===== config.mk =====
export PLATFORM = sky130hd
export DESIGN_NAME = mul_scheduler_flat
export DESIGN_NICKNAME = d
export VERILOG_FILES = /design/src/rtl/mul_scheduler_pkg.sv /design/src/rtl/mul_scheduler_if.sv /design/src/rtl/mul_scheduler_multiplier.sv /design/src/rtl/mul_scheduler_rr_arbiter.sv /design/src/rtl/mul_scheduler.sv /design/src/flat_wrapper.sv
export SDC_FILE = /design/constraint.sdc
export NUM_CORES = 1
export LEC_CHECK = 0
export ABC_AREA = 1
export CAP_MARGIN = 10
export CORE_MARGIN = 2
export CORE_UTILIZATION = 40
export DETAILED_ROUTE_END_ITERATION = 16
export PLACE_DENSITY_LB_ADDON = 0.3
export SKIP_CTS_REPAIR_TIMING = 1
export SLEW_MARGIN = 15
export SYNTH_ARGS = -nofsm -noshare
export SYNTH_HDL_FRONTEND = slang
export SYNTH_SLANG_ARGS = --single-unit

===== constraint.sdc =====
create_clock -name clk -period 2.8 [get_ports clk]
set_input_delay 0.28 -clock clk [delete_from_list [all_inputs] [get_ports clk]]
set_output_delay 0.28 -clock clk [all_outputs]
set_load 0.05 [all_outputs]

===== src/rtl/mul_scheduler_pkg.sv =====
// Shared constants and helpers for the multiplier scheduler slice.
package mul_sched_pkg;

  localparam int MUL_W  = 8;
  localparam int PROD_W = 16;

  typedef logic [3:0] phase_t;

  localparam phase_t LAST_PHASE = 4'd9;

  // Ten-phase slot counter: 0..LAST_PHASE then back to 0.
  function automatic phase_t next_phase(phase_t p);
    return (p == LAST_PHASE) ? 4'd0 : p + 4'd1;
  endfunction

endpackage


===== src/rtl/mul_scheduler_if.sv =====
// Request/response bundle between clients (master) and the scheduler (slave).
interface mul_scheduler_if #(
  parameter int NUM_REQ = 4
);
  import mul_sched_pkg::*;

  localparam int ID_W = $clog2(NUM_REQ);

  logic [NUM_REQ-1:0]       req_valid;
  logic [NUM_REQ*MUL_W-1:0] req_a;
  logic [NUM_REQ*MUL_W-1:0] req_b;
  logic [NUM_REQ-1:0]       req_ready;
  logic                     resp_valid;
  logic [ID_W-1:0]          resp_id;
  logic [PROD_W-1:0]        resp_data;
  logic                     busy;

  modport master (
    output req_valid, req_a, req_b,
    input  req_ready, resp_valid, resp_id, resp_data, busy
  );

  modport slave (
    input  req_valid, req_a, req_b,
    output req_ready, resp_valid, resp_id, resp_data, busy
  );

endinterface


===== src/rtl/mul_scheduler_multiplier.sv =====
// Free-running 8x8 shift-add multiplier: samples in1/in2 at the end of
// phase 0, performs one add/shift step in each of phases 1..8, and presents
// the finished product on out throughout phase 9.
module multiplier
  import mul_sched_pkg::*;
(
  input  logic              clk,
  input  logic              rst,
  input  logic [MUL_W-1:0]  in1,
  input  logic [MUL_W-1:0]  in2,
  output logic [PROD_W-1:0] out
);

  phase_t             mphase_q, mphase_d;
  logic [PROD_W-1:0]  a_sh_q, a_sh_d;
  logic [MUL_W-1:0]   b_sh_q, b_sh_d;
  logic [PROD_W-1:0]  acc_q, acc_d;

  // Load operands in phase 0, then one partial-product step per phase 1..8.
  always_comb begin
    mphase_d = next_phase(mphase_q);
    a_sh_d   = a_sh_q;
    b_sh_d   = b_sh_q;
    acc_d    = acc_q;
    if (mphase_q == 4'd0) begin
      a_sh_d = {{(PROD_W-MUL_W){1'b0}}, in1};
      b_sh_d = in2;
      acc_d  = '0;
    end else if (mphase_q != LAST_PHASE) begin
      if (b_sh_q[0]) begin
        acc_d = acc_q + a_sh_q;
      end
      a_sh_d = a_sh_q << 1;
      b_sh_d = b_sh_q >> 1;
    end
  end

  // Only the phase counter is reset; the datapath is reloaded every slot.
  always_ff @(posedge clk) begin
    if (rst) begin
      mphase_q <= 4'd0;
    end else begin
      mphase_q <= mphase_d;
    end
    a_sh_q <= a_sh_d;
    b_sh_q <= b_sh_d;
    acc_q  <= acc_d;
  end

  assign out = acc_q;

endmodule


===== src/rtl/mul_scheduler_rr_arbiter.sv =====
// Combinational round-robin arbiter: searches from last+1 (mod N) and
// returns the first requesting index as one-hot grant plus encoded id.
module rr_arbiter #(
  parameter  int N    = 4,
  localparam int ID_W = $clog2(N)
) (
  input  logic [N-1:0]    req,
  input  logic [ID_W-1:0] last,
  output logic [N-1:0]    grant,
  output logic [ID_W-1:0] id,
  output logic            found
);

  logic [ID_W-1:0] idx;

  // Walk the N candidates in rotated priority order, keep the first hit.
  always_comb begin
    grant = '0;
    id    = '0;
    found = 1'b0;
    idx   = '0;
    for (int k = 1; k <= N; k++) begin
      idx = ID_W'((int'(last) + k) % N);
      if (!found && req[idx]) begin
        found      = 1'b1;
        grant[idx] = 1'b1;
        id         = idx;
      end
    end
  end

endmodule


===== src/rtl/mul_scheduler.sv =====
// Time-shares one sequential multiplier among NUM_REQ requesters. A local
// phase counter mirrors the multiplier's 10-cycle slot; one round-robin
// grant is made in phase 9, and the previous slot's product is returned
// tagged with its requester id on the same edge.
module mul_scheduler
  import mul_sched_pkg::*;
#(
  parameter  int NUM_REQ = 4,
  localparam int ID_W    = $clog2(NUM_REQ)
) (
  input  logic            clk,
  input  logic            rst,
  mul_scheduler_if.slave  bus
);

  phase_t             phase_q, phase_d;
  logic [ID_W-1:0]    last_grant_q, last_grant_d;
  logic [ID_W-1:0]    slot_id_q, slot_id_d;
  logic               slot_valid_q, slot_valid_d;
  logic [MUL_W-1:0]   op_a_q, op_a_d;
  logic [MUL_W-1:0]   op_b_q, op_b_d;
  logic               resp_valid_q, resp_valid_d;
  logic [ID_W-1:0]    resp_id_q, resp_id_d;
  logic [PROD_W-1:0]  resp_data_q, resp_data_d;

  logic [NUM_REQ-1:0] arb_grant;
  logic [ID_W-1:0]    arb_id;
  logic               arb_found;
  logic               at_last;
  logic               accept;
  logic [MUL_W-1:0]   sel_a, sel_b;
  logic [PROD_W-1:0]  mul_out;

  // The grant window is the single phase-9 cycle of each slot.
  assign at_last = (phase_q == LAST_PHASE) && !rst;
  assign accept  = at_last && arb_found;

  rr_arbiter #(.N(NUM_REQ)) u_arb (
    .req   (bus.req_valid),
    .last  (last_grant_q),
    .grant (arb_grant),
    .id    (arb_id),
    .found (arb_found)
  );

  multiplier u_mul (
    .clk (clk),
    .rst (rst),
    .in1 (op_a_q),
    .in2 (op_b_q),
    .out (mul_out)
  );

  // Mux the granted requester's operands out of the packed buses.
  always_comb begin
    sel_a = '0;
    sel_b = '0;
    for (int i = 0; i < NUM_REQ; i++) begin
      if (arb_grant[i]) begin
        sel_a = bus.req_a[i*MUL_W +: MUL_W];
        sel_b = bus.req_b[i*MUL_W +: MUL_W];
      end
    end
  end

  // Slot bookkeeping: capture the finished slot, then load the next grant.
  always_comb begin
    phase_d      = next_phase(phase_q);
    last_grant_d = last_grant_q;
    slot_id_d    = slot_id_q;
    slot_valid_d = slot_valid_q;
    op_a_d       = op_a_q;
    op_b_d       = op_b_q;
    resp_valid_d = 1'b0;
    resp_id_d    = resp_id_q;
    resp_data_d  = resp_data_q;
    if (at_last) begin
      resp_valid_d = slot_valid_q;
      resp_data_d  = mul_out;
      resp_id_d    = slot_id_q;
      if (accept) begin
        op_a_d       = sel_a;
        op_b_d       = sel_b;
        slot_id_d    = arb_id;
        slot_valid_d = 1'b1;
        last_grant_d = arb_id;
      end else begin
        op_a_d       = '0;
        op_b_d       = '0;
        slot_valid_d = 1'b0;
      end
    end
  end

  // State registers; reset discards any in-flight slot.
  always_ff @(posedge clk) begin
    if (rst) begin
      phase_q      <= 4'd0;
      last_grant_q <= ID_W'(NUM_REQ - 1);
      slot_id_q    <= '0;
      slot_valid_q <= 1'b0;
      op_a_q       <= '0;
      op_b_q       <= '0;
      resp_valid_q <= 1'b0;
      resp_id_q    <= '0;
      resp_data_q  <= '0;
    end else begin
      phase_q      <= phase_d;
      last_grant_q <= last_grant_d;
      slot_id_q    <= slot_id_d;
      slot_valid_q <= slot_valid_d;
      op_a_q       <= op_a_d;
      op_b_q       <= op_b_d;
      resp_valid_q <= resp_valid_d;
      resp_id_q    <= resp_id_d;
      resp_data_q  <= resp_data_d;
    end
  end

  assign bus.req_ready  = at_last ? arb_grant : '0;
  assign bus.resp_valid = resp_valid_q;
  assign bus.resp_id    = resp_id_q;
  assign bus.resp_data  = resp_data_q;
  assign bus.busy       = slot_valid_q;

endmodule

===== src/flat_wrapper.sv =====
// flat-port wrapper written by rule: the top's interface ports become plain ports
module mul_scheduler_flat import mul_sched_pkg::*;
#(
  parameter  int NUM_REQ = 4,
  localparam int ID_W    = $clog2(NUM_REQ)
)
  (clk, rst, bus_req_valid, bus_req_a, bus_req_b, bus_req_ready, bus_resp_valid, bus_resp_id, bus_resp_data, bus_busy);
  mul_scheduler_if #(.NUM_REQ(NUM_REQ)) bus_i ();
  input  logic clk;
  input  logic rst;
  input wire logic [$bits(bus_i.req_valid)-1:0] bus_req_valid;
  input wire logic [$bits(bus_i.req_a)-1:0] bus_req_a;
  input wire logic [$bits(bus_i.req_b)-1:0] bus_req_b;
  output wire logic [$bits(bus_i.req_ready)-1:0] bus_req_ready;
  output wire logic [$bits(bus_i.resp_valid)-1:0] bus_resp_valid;
  output wire logic [$bits(bus_i.resp_id)-1:0] bus_resp_id;
  output wire logic [$bits(bus_i.resp_data)-1:0] bus_resp_data;
  output wire logic [$bits(bus_i.busy)-1:0] bus_busy;
  assign bus_i.req_valid = bus_req_valid;
  assign bus_i.req_a = bus_req_a;
  assign bus_i.req_b = bus_req_b;
  assign bus_req_ready = bus_i.req_ready;
  assign bus_resp_valid = bus_i.resp_valid;
  assign bus_resp_id = bus_i.resp_id;
  assign bus_resp_data = bus_i.resp_data;
  assign bus_busy = bus_i.busy;
  mul_scheduler #(.NUM_REQ(NUM_REQ)) u_core (.clk(clk), .rst(rst), .bus(bus_i));
endmodule

==> results of run 1 <==
==> worst max-delay path, delay by kind of cell, from the launching register on <==
| family | cells | cell delay [ns] |
|---|---|---|
| simple gates | 6 | 0.81 |
| fa+ha+maj | 1 | 0.35 |
| flops | 1 | 0.39 |
| buf+inv | 4 | 0.45 |
==> cell families (layout without fill, tap and decap cells) <==
| group | after synthesis | in the layout | share of synthesized area [%] |
|---|---|---|---|
| AND/OR/NAND/NOR | 313 | 313 | 27.67 |
| flip-flops | 88 | 88 | 38.18 |
| adder cells (fa/ha/maj) | 29 | 29 | 7.358 |
| AO/OA/AOI/OAI | 133 | 133 | 15.19 |
| XOR/XNOR | 16 | 16 | 2.784 |
| buffers and inverters | 108 | 211 | 8.824 |
==> stage by stage <==
stage	instances	hold WS, ns	util [%]	setup slack [ns]
after floorplan	687	0.4258	-	0.3511
after global placement	934	0.4389	50.74	0.3590
after detailed placement	934	0.4405	50.74	0.2389
after CTS	950	0.4554	53.04	-0.07661
after global routing	958	0.4750	53.62	-0.005887
final	958	0.4511	53.62	0.1611
==> cells in the mapped netlist (all sizes together), types with 6 or more instances <==
cell and number:
inv 84, nand3 36, dfxtp 72, buf 10, edfxtp 16, nand2 228, o21a 16, xor2 10
a21oi 50, xnor2 6, nor2 38, o21ai 51, ha 28, clkbuf 12
==> final timing paths <==
path                            slack (ns)  cells after the start                            end
worst min register to register        0.45                      2  u_core.op_b_q[7]$_SDFFE_PP0P_
worst max register to register        0.30                     15  u_core.op_b_q[3]$_SDFFE_PP0P_
worst max-delay path                  0.16                     11               bus_req_ready[2]
worst min-delay path                  0.45                      2  u_core.op_b_q[7]$_SDFFE_PP0P_
==> power groups by stage <==
stage                     Sequential [mW]  Clock [mW]  Combinational [mW]
final                                1.30        1.13               0.344
after detailed placement             1.33           0               0.332
after global placement               1.33           0               0.324
after floorplan                      1.33           0               0.191
after global routing                 1.31        1.22               0.386
after CTS                            1.31        1.16               0.333
==> layout make-up <==
class,count,area [um2]
Timing Repair Buffer,109,1104
Sequential cell,88,1926
Clock buffer,9,225.2
Inverter,86,325.3
Tap cell,168,210.2
Multi-Input combinational cell,491,2678
Fill cell,1170,5640
Clock inverter,7,53.80
==> flip-flops by register name, indices dropped and copies added, names as in the netlist, 2 cells and up <==
signal                 flops
u_core.bus.resp_data      16
u_core.u_mul.a_sh_q       16
u_core.u_mul.out          16
u_core.op_a_q              8
u_core.op_b_q              8
u_core.u_mul.b_sh_q        8
u_core.phase_q             4
u_core.u_mul.mphase_q      4
u_core.bus.resp_id         2
u_core.last_grant_q        2
u_core.slot_id_q           2
==> metal layers <==
layer	routed length (um)	vias up
met4	221	0
met5	0	-
met1	5529	1991
li1	-	2400
met2	5343	150
met3	799	22
==> results.toml, run 1 <==
[power_and_ir_drop]
p_sw_share_pct = 25.61
comb_power_share_pct = 12.4
cellPowerDensity_mw_per_mm2 = 426.6
irDropWorstVdd_uv = 304.8
pwr-share-clk_pct = 40.7
totalPowerFinal_mw = 2.782
internal-power_mw = 2.070
seqPwrFrac_pct = 46.9
switchingPower_mw = 0.7124
leakagePower_nw = 3.115

[status]
status = "finished, final reports clean"

[synth]
synthDistinctLibCells = 43
syn-num-nets = 786
synth_ff_type = "dfxtp_1"
synth_warnings = 0
synth_top_area_share_pct = 28.64
synthArstFlopShare_pct = 0
synth_area_mm2 = 0.005034
ys_ff_latch = 88
syn_inst = 687
synth_edf_count = 16
netlist_top_cells_area = "dfxtp_1 (29%), nand2_1 (16%), edfxtp_1 (9.5%), ha_1 (7.0%), inv_1 (5.9%)"
synth_top_cell_by_area = "dfxtp_1"
ys_seq_area_share_pct = 38.18
syn_area_per_cell_um2 = 7.327

[grt]
grt_pass1_wl_um = 20110
gr-usage-met2_pct = 29.55
grtUsageTotal_pct = 18.69
grt_max_degree = 33
gr-usage-met3_pct = 5.553
grt_antenna_before_repair = 0
grt_pass1_vias = 4320
use_met1_pct = 24.17
overflow = 0
top_usage_layer = "met2"

[timing]
post-route-period-util_pct = 94.25
final.min_clock_period_ns = 2.639
setup_viol = 0
tightest_slew_ns = 0.7666
relSlewSlack_pct = 48.57
hold_viol = 0
clock_skew_ns = 0.005122
final.setup.tns_ns = 0
drv_slew = 0
fmax_mhz = 378.9

[worst_setup_path]
cp-start-kind = "flip-flop"
cpMostUsedCell = "inv_1"
cp_cell_sequence = "inv_1 -> ha_1 -> inv_1 -> nand3_1 -> nand2_2 -> nor2_4 -> nand4_1 -> nand3_4 -> nand2_1 -> inv_1 -> buf_12"
worstPathRequired_ns = 2.52
critPathLaunch = "u_core.last_grant_q[1]$_SDFFE_PP1P_"
cp_max_fo = 9
critical_path.slowest_cell = "dfxtp_4"
cp.arrival_ns = 2.36
cp_slowest_stage_delay_ns = 0.39
end_kind = "output port"
critical_path_class = "reg2out"
reg2reg_from = "u_core.last_grant_q[1]$_SDFFE_PP1P_"

[floorplanning]
die_w_um = 116.2
rows = 40
pin_count = 94
die_y_um = 116.2
core_mm2 = 0.01216
die-area_mm2 = 0.01350
start_util_pct = 41.39

[clock_network]
clk_pin_slew_ns = 0.07
cts_tree = "yes"
cts_max_level = 3
cts.sinks = 88
numCtsBuffers = 9
cts.path.max_buffers = 2
insertion_delay_ns = 0.35
root_buffer = "clkbuf_16"

[layout]
final_common_cell = "nand2_1"
final_cell_mix = "nand2_1 (220), clkdlybuf4s50_1 (89), inv_1 (79), dfxtp_1 (71), o21ai_0 (50)"
n_antenna_cell = 0
fin_area_mm2 = 0.006521
drive_gt1_share_pct = 9.367
nets = 884
area_growth_pct = 29.55

[placed_design]
portBuffers = 93
place_congestion = 0.9937
place_hpwl_um = 8888
placed_cell_area_mm2 = 0.006171

[min_path]
hold_path_class = "reg2reg"
min_from = "u_core.op_b_q[7]$_SDFFE_PP0P_"

[detailed_routing]
viasPerCell = 4.763
firstDrtPassIters = 6
drc_errors = 0
ant_nets = 0
avgRoutedWirePerCell_um = 12.42
drt_wl_total_um = 11890
drt-initial-drc-count = 318
vias = 4563

[job]
max-cap-violations = 0
Power figures use the tool's default switching activity.
==> run 2, diff against run 1 <==
--- a/config.mk
+++ b/config.mk
@@ -9,6 +9,7 @@
 export CAP_MARGIN = 10
 export CORE_MARGIN = 2
 export CORE_UTILIZATION = 40
+export CTS_CLUSTER_SIZE = 10
 export DETAILED_ROUTE_END_ITERATION = 16
 export PLACE_DENSITY_LB_ADDON = 0.3
 export SKIP_CTS_REPAIR_TIMING = 1
==> results of run 2 <==
No change in the layout: final DEF, timing and power equal those of run 1.
